## src/rtl/ppi_port_readback.sv

```systemverilog
// ----------------------------------------------------------------------------
// ppi_port_readback
//
// Port-input capture and CPU readback unit for the 8255A PPI core.
//
// Each input port runs either in mode 0 (direct: a one-cycle registered copy
// of the pins) or in mode 1 (strobed latch). In mode 1 the strobe is
// synchronised, and the data is latched on the strobe's falling edge. The
// port then raises an IBF/INTR handshake and records an overrun if another
// strobe arrives before the CPU has read the buffer.
//
// The CPU issues one-cycle read requests. Each read returns one of these
// sources, one clock later, together with a one-cycle bus drive enable:
//   - the raw port pins,
//   - a latched buffer,
//   - the status word,
//   - zero, with a select-error pulse, for an out-of-range select.
//
// Ports
//   clk        in   system clock, rising edge
//   rst_n      in   asynchronous active-low reset
//   port_in    in   port pins, port i = [i*DATA_W +: DATA_W]
//   port_mode  in   per port: 0 = mode 0 direct, 1 = mode 1 strobed
//   stb_n      in   per port strobe, active low, asynchronous to clk
//   inte       in   per port interrupt enable
//   rd_req     in   one-cycle CPU read request
//   rd_sel     in   read source select, sampled with rd_req
//   dout       out  registered read data, holds between reads
//   dout_oe    out  bus drive enable, high only in the cycle dout is fresh
//   sel_err    out  one-cycle pulse for an out-of-range rd_sel
//   ibf        out  per port input buffer full
//   intr       out  per port interrupt request
//
// Read select map
//   2*i          raw port_in[i]
//   2*i+1        buffer of port i; a mode-1 read clears ibf/intr/ovr
//   2*NUM_PORTS  status word: bits [4i+3:4i] = {ovr, intr, ibf, inte}
//   above        out of range: dout = 0, sel_err = 1
// ----------------------------------------------------------------------------
module ppi_port_readback #(
    parameter int DATA_W    = 8,
    parameter int NUM_PORTS = 2,
    parameter int SEL_W     = 3
) (
    input  logic                        clk,
    input  logic                        rst_n,
    input  logic [NUM_PORTS*DATA_W-1:0] port_in,
    input  logic [NUM_PORTS-1:0]        port_mode,
    input  logic [NUM_PORTS-1:0]        stb_n,
    input  logic [NUM_PORTS-1:0]        inte,
    input  logic                        rd_req,
    input  logic [SEL_W-1:0]            rd_sel,
    output logic [DATA_W-1:0]           dout,
    output logic                        dout_oe,
    output logic                        sel_err,
    output logic [NUM_PORTS-1:0]        ibf,
    output logic [NUM_PORTS-1:0]        intr
);

    // The status word sits just past the last per-port select pair.
    localparam logic [SEL_W-1:0] STATUS_SEL = SEL_W'(2 * NUM_PORTS);

    // ------------------------------------------------------------------------
    // Parameter sanity: the status word needs 4 bits per port, and the select
    // must be able to encode every source plus the status word.
    // ------------------------------------------------------------------------
    if (DATA_W < 4 * NUM_PORTS || (2 ** SEL_W) <= 2 * NUM_PORTS) begin : g_bad_params
        $error("ppi_port_readback: need DATA_W >= 4*NUM_PORTS and 2**SEL_W > 2*NUM_PORTS");
    end

    // ------------------------------------------------------------------------
    // Strobe synchronisation and edge detection
    // stb_s1/stb_s2 form the two-flop synchroniser; stb_d delays the
    // synchronised value by one more cycle for edge detection. All three
    // reset to the idle (high) level, so leaving reset with the strobe
    // inactive produces no spurious edge.
    // ------------------------------------------------------------------------
    logic [NUM_PORTS-1:0] stb_s1;
    logic [NUM_PORTS-1:0] stb_s2;
    logic [NUM_PORTS-1:0] stb_d;
    logic [NUM_PORTS-1:0] fall;
    logic [NUM_PORTS-1:0] rise;

    // NOTE: clocked state uses non-blocking (<=) assignments so every flop
    // samples the pre-edge values; blocking here would collapse the
    // synchroniser chain into a single stage.
    always_ff @(posedge clk or negedge rst_n) begin
        if (!rst_n) begin
            stb_s1 <= '1;
            stb_s2 <= '1;
            stb_d  <= '1;
        end else begin
            stb_s1 <= stb_n;
            stb_s2 <= stb_s1;
            stb_d  <= stb_s2;
        end
    end

    assign fall = stb_d & ~stb_s2;
    assign rise = ~stb_d & stb_s2;

    // ------------------------------------------------------------------------
    // Buffer-read detect: a mode-1 buffer read clears the handshake flags.
    // In mode 0 the flags are already held at zero, so the read has no
    // side effects there.
    // ------------------------------------------------------------------------
    logic [NUM_PORTS-1:0] buf_rd;

    // NOTE: every signal assigned in always_comb gets a default first, so a
    // path that skips an assignment cannot infer a latch.
    always_comb begin
        buf_rd = '0;
        for (int i = 0; i < NUM_PORTS; i++) begin
            buf_rd[i] = rd_req && (rd_sel == SEL_W'(2 * i + 1)) && port_mode[i];
        end
    end

    // ------------------------------------------------------------------------
    // Per-port capture and handshake state
    // ------------------------------------------------------------------------
    logic [DATA_W-1:0]    buf_q [NUM_PORTS];
    logic [NUM_PORTS-1:0] ovr;

    // NOTE: the buffer array is reset explicitly. It is only a few registers
    // (not a RAM), and a read straight after reset must return zero.
    always_ff @(posedge clk or negedge rst_n) begin
        if (!rst_n) begin
            for (int i = 0; i < NUM_PORTS; i++) begin
                buf_q[i] <= '0;
            end
            ibf  <= '0;
            intr <= '0;
            ovr  <= '0;
        end else begin
            for (int i = 0; i < NUM_PORTS; i++) begin
                if (!port_mode[i]) begin
                    // Mode 0 is a plain registered copy. Dropping to mode 0
                    // also clears any handshake left over from mode 1.
                    buf_q[i] <= port_in[i*DATA_W +: DATA_W];
                    ibf[i]   <= 1'b0;
                    intr[i]  <= 1'b0;
                    ovr[i]   <= 1'b0;
                end else begin
                    // Latch only into an empty buffer, or into one whose old
                    // contents are being read out in this same cycle.
                    if (fall[i] && (!ibf[i] || buf_rd[i])) begin
                        buf_q[i] <= port_in[i*DATA_W +: DATA_W];
                    end

                    // When a strobe and a read collide, the set wins: the
                    // newly latched data makes the buffer full again.
                    if (fall[i]) begin
                        ibf[i] <= 1'b1;
                    end else if (buf_rd[i]) begin
                        ibf[i] <= 1'b0;
                    end

                    // Overrun: a strobe arrives while the buffer is still
                    // full and is not being read out.
                    if (buf_rd[i]) begin
                        ovr[i] <= 1'b0;
                    end else if (fall[i] && ibf[i]) begin
                        ovr[i] <= 1'b1;
                    end

                    // The interrupt is raised when the strobe is released
                    // with data waiting. Clearing inte drops intr at once.
                    if (!inte[i] || buf_rd[i]) begin
                        intr[i] <= 1'b0;
                    end else if (rise[i] && ibf[i]) begin
                        intr[i] <= 1'b1;
                    end
                end
            end
        end
    end

    // ------------------------------------------------------------------------
    // Status word and read mux
    // ------------------------------------------------------------------------
    logic [DATA_W-1:0] status;
    logic [DATA_W-1:0] rd_data;
    logic              rd_err;

    always_comb begin
        status = '0;
        for (int i = 0; i < NUM_PORTS; i++) begin
            status[4*i +: 4] = {ovr[i], intr[i], ibf[i], inte[i]};
        end
    end

    always_comb begin
        rd_data = '0;
        rd_err  = 1'b0;
        for (int i = 0; i < NUM_PORTS; i++) begin
            if (rd_sel == SEL_W'(2 * i)) begin
                rd_data = port_in[i*DATA_W +: DATA_W];
            end
            if (rd_sel == SEL_W'(2 * i + 1)) begin
                rd_data = buf_q[i];
            end
        end
        if (rd_sel == STATUS_SEL) begin
            rd_data = status;
        end
        if (rd_sel > STATUS_SEL) begin
            rd_err = 1'b1;
        end
    end

    // ------------------------------------------------------------------------
    // Registered read response. dout keeps the last value read; the enable
    // and the error pulse last only for the response cycle.
    // ------------------------------------------------------------------------
    always_ff @(posedge clk or negedge rst_n) begin
        if (!rst_n) begin
            dout    <= '0;
            dout_oe <= 1'b0;
            sel_err <= 1'b0;
        end else begin
            dout_oe <= rd_req;
            sel_err <= rd_req && rd_err;
            if (rd_req) begin
                dout <= rd_data;
            end
        end
    end

endmodule

```

## config.mk

```make
export PLATFORM = sky130hd
export DESIGN_NAME = ppi_port_readback
export DESIGN_NICKNAME = d
export VERILOG_FILES = /design/src/rtl/ppi_port_readback.sv
export SDC_FILE = /design/constraint.sdc
export NUM_CORES = 1
export LEC_CHECK = 0
export CORE_MARGIN = 4
export CORE_UTILIZATION = 53
export DETAILED_ROUTE_END_ITERATION = 12
export GPL_TIMING_DRIVEN = 0
export HOLD_SLACK_MARGIN = 0.08
export PLACE_DENSITY_LB_ADDON = 0.2
export SLEW_MARGIN = 20
export SYNTH_ARGS = -nofsm -noshare
export SYNTH_HDL_FRONTEND = slang
export SYNTH_SLANG_ARGS = --single-unit
export TNS_END_PERCENT = 30
```

## constraint.sdc

```tcl
create_clock -name clk -period 2.2 [get_ports clk]
set_clock_uncertainty 0.1 [all_clocks]
set_input_delay 0.22 -clock clk [delete_from_list [all_inputs] [get_ports clk]]
set_output_delay 0.22 -clock clk [all_outputs]
set_load 0.01 [all_outputs]
```

; ---- After elaboration in Yosys (flattened, before gate mapping)
; Cells that the tools add are included.
[word_totals]
register_bits = 38
input_bits = 28
output_inout_bits = 14
elab_cells = 79
[classes]
magnitude_cmp = 1
eq_ne = 12
mux = 28
bitwise = 4
reduce_logical = 20
[ops]
columns = operator, count
row1 = $mux W8, 9
row2 = $mux W1, 19
row3 = $ne A3 B1 Y1 const B, 6
row4 = $logic_and A1 B1 Y1, 11
row5 = $eq A3 B2 Y1 const B, 2
row6 = $and A2 B2 Y2, 2
row7 = $logic_not A1 Y1, 4
row8 = $logic_or A1 B1 Y1, 4
row9 = $ne A2 B1 Y1 const B, 2
row10 = $not A2 Y2, 2
row11 = $eq A3 B1 Y1 const B, 1
row12 = $eq A3 B3 Y1 const B, 1
row13 = $gt A3 B3 Y1 const B, 1
row14 = $logic_not A3 Y1, 1

; ---- Logic depth before layout (Yosys ltp)
[depth]
depth_word = 7
depth_mapped = 6
ltp_nobuf = 4

; ---- Least setup slack after synthesis
; OpenSTA, ideal clock, no wires.
[synth_path]
kind = register to register
start = register stb_d[0]
end = register buf_q[10] (netlist name)
setup_time_ns = 0.125
arrival_ns = 1.188
t_required_ns = 1.975
setup_slack_ns = 0.787
stages_incl_launch_ff = 5
n_path_buf = 0
period_less_slack_ns = 1.413
cell_sequence = dfstp_2 > inv_1 > o21ai_1 > nand2_4 > mux2_4
[synth_via]
elab_chain_cells = 3
[synth_lines]
columns = element, line
row1 = "start, declared", 80  ; logic [NUM_PORTS-1:0] stb_d;
row2 = "start signal, assigned", 95  ; stb_d <= stb_s2;
row3 = $and A2 B2 Y2, 99  ; assign fall = stb_d & ~stb_s2;
row4 = $logic_and A1 B1 Y1, 146  ; if (fall[i] && (!ibf[i] || buf_rd[i])) begin
row5 = $ne A2 B1 Y1 (no line), n/a
row6 = "end signal, assigned by index", 139  ; buf_q[i] <= port_in[i*DATA_W +: DATA_W];
row7 = "end signal, assigned by index", 147  ; buf_q[i] <= port_in[i*DATA_W +: DATA_W];
row8 = "end, declared", 121  ; logic [DATA_W-1:0] buf_q [NUM_PORTS];
; Every way passes these cells.
; A chain may end at the register's enable or synchronous reset.

; ---- Worst setup path in the final report
[layout_path]
start = register ibf[0]
end = output ibf[0]
[layout_rtl]
columns = element, line
row1 = "start, declared", 56  ; output logic [NUM_PORTS-1:0] ibf,
row2 = "start signal, assigned", 131  ; ibf <= '0;
row3 = "start signal, assigned by index", 140  ; ibf[i] <= 1'b0;
row4 = "start signal, assigned by index", 153  ; ibf[i] <= 1'b1;
; No word-level cell between the ends.

==> results.yml <==
cts:
  clkTransAtPathRegs_ns: 0.11
  clock-sinks: 38
  cts_tree: "built"
  clockBufferDepth: 2
  cts_buffers: 5
  clock_latency_ns: 0.35
  htreeDepth: 2
  clock-root-buffer: "clkbuf_4"
yosys:
  ys.warnings.count: 0
  synth_area_leaders: "dfrtp_1 43%, mux2_4 13%, dfstp_2 8.5%, mux2i_1 4.3%, nor2_1 3.5%"
  yosysTopAreaCell: "dfrtp_1"
  syn_nets: 176
  synth.avg_cell_area_um2: 12.5
  synth.cell_area_mm2: 0.00185
  synth_top_area_share: 0.434
  synth.distinct_cells: 33
  synthCells: 148
  synth-seq-cells: 38
  yosysSeqAreaShare: 0.519
timing:
  setup_viol: 0
  slew_headroom: 0.677
  hold_viol: 0
  slew_viol_final: 0
  rsz0062_at_grt: "no"
  period_minus_slack_ns: 1.74
  final.setup.tns_ns: 0
  fin_crit_sh: 0.791
  max_clock_freq_mhz: 574
  tightest_slew_ns: 0.485
hold_path:
  hp-class: "in -> reg"
critical_path:
  cpMaxStageDelayCell: "clkdlybuf4s50_1"
  cp_slowest_stage_delay_ns: 0.59
  worstSetupPathType: "reg -> out"
  critical_path.top_delay_family: "buffers and inverters"
  path_cells: "clkdlybuf4s50_1"
  start_kind: "register"
  crit_arrival_ns: 1.42
  path_buf_inv: 1
  cp.required_ns: 1.88
  crit_path_max_fanout: 5
  cp-end-kind: "output pin"
floorplanning:
  fp-row-count: 21
  core_area_mm2: 0.00336
  fp.dieW_um: 67.0
  ios: 42
  initial_core_util: 0.549
  dieArea_mm2: 0.00449
  fp.dieH_um: 67.0
placement:
  io_buffers: 40
  gp_congestion: 0.820
  dpl.hpwl_um: 3170
drt:
  drt-initial-drc-count: 71
  num_vias: 1333
  final_antenna_net_count: 0
  drt-wirelength-per-cell_um: 17.0
  first_pass_iters: 4
  drc: 0
  wl_um: 4140
  via_per_inst: 5.46
run:
  maxCapViolCount: 0
cells_and_area:
  fin_nets: 225
  multi_input_area_um2: 808
  n_antenna_cell: 0
  drive_gt1_frac: 0.222
  final_common_cell: "clkdlybuf4s50_1"
  regArea_um2: 958
  area_delta_synth_final_pct: 29.3
  fill_cells: 282
  layout_common_cells: "39 x clkdlybuf4s50_1, 32 x dfrtp_1, 17 x nor2_1"
global_routing:
  grt_pass1_wl_um: 6750
  antenna_found_initial: 0
  grt_max_degree: 21
  overflow: 0
  grt_pass1_vias: 1422
  grt_use_total: 0.206
power_and_ir_drop:
  power_w: 0.00151
  cellPowerDensity_mw_per_mm2: 631
  vdd_drop_max_uv: 439
  p_leak_nw: 1.05
status:
  outcome: "finished clean"
## cells in the mapped netlist
cell and count:
o21a_1 1, nand2b_4 1, buf_6 3, mux2_4 16, buf_4 2, a221oi_1 3, a21oi_1 7, dfrtp_1 32
mux2_2 1, o21ai_0 6, nand2b_1 1, mux2_1 3, o22ai_1 4, inv_1 6, mux2i_1 8, clkbuf_1 1
o211a_1 1, nand2_1 6, o21ai_1 3, o22a_1 3, buf_2 1, nand2_4 3, nor3b_1 2, a31oi_1 2
o31ai_1 1, nor2_1 17, a2bb2oi_1 3, o311ai_4 1, and2_1 1, o211ai_4 1, nand3_1 1, and2b_1 1
dfstp_2 6
## stage by stage
stage          hold WS [ns]  std cells  worst slack, ns  instance area (um2)   util
2_1_floorplan        -0.176        148            0.787                 1850      -
3_3_place_gp          0.247        234           0.0139                 2300  0.685
3_5_place_dp          0.101        235            0.136                 2330  0.692
4_1_cts               0.114        244            0.459                 2390  0.710
5_1_grt               0.130        244            0.402                 2390  0.710
6_report              0.121        244            0.459                 2390  0.710
## worst paths after layout
check | endpoint | slack, ns | startpoint | depth (start not counted)
max | ibf[0] | 0.46 | ibf[0] | 1
min | ibf[0] | 0.12 | rd_sel[1] | 3
max reg2reg | buf_q[1] | 0.69 | stb_d[1] | 4
min reg2reg | stb_s2[0] | 0.27 | stb_s1[0] | 0
max in group asynchronous | stb_s2[1] | 1.21 | rst_n | 3
min in group asynchronous | buf_q[2] | 0.25 | rst_n | 2
## report_power, final
| part | internal (W) | total (W) | switching [W] |
|---|---|---|---|
| clock | 0.000122 | 0.000348 | 0.000226 |
| combinational | 0.000203 | 0.000347 | 0.000144 |
| sequential | 0.000769 | 0.000812 | 0.0000425 |
| total | 0.00109 | 0.00151 | 0.000413 |
## what timing repair did
item	CTS	global route
endpoints found under the hold margin	28	0
hold buffers	1	0
buffers inserted	0	0
resized for setup	0	0
## state kept, by name (all words and copies together) (netlist names)
name,flops
buf_q,16
dout,8
dout_oe,1
ibf,2
intr,2
ovr,2
sel_err,1
stb_d,2
stb_s1,2
stb_s2,2
## routing by layer
layer	up-vias	share of wire	track usage
li1	626	-	-
met1	658	0.44	0.267
met2	42	0.49	0.333
met3	7	0.046	0.0489
met4	0	0.015	0.0785
met5	-	0	0
## logic make-up after synthesis
kind of cell    share of synthesized area
flops                               0.519
compound gates                      0.146
simple gates                       0.0942
mux                                 0.198
buf+inv                            0.0434
## cell type report
class / count / share of cell area
clock buffer: 6 / 0.0173
sequential: 38 / 0.401
timing repair buffer: 42 / 0.181
tap: 46 / 0.0241
clock inverter: 2 / 0.00419
multi-input combinational: 97 / 0.338
buffer: 7 / 0.0241
inverter: 6 / 0.00943
Power figures use the tool's default switching activity.
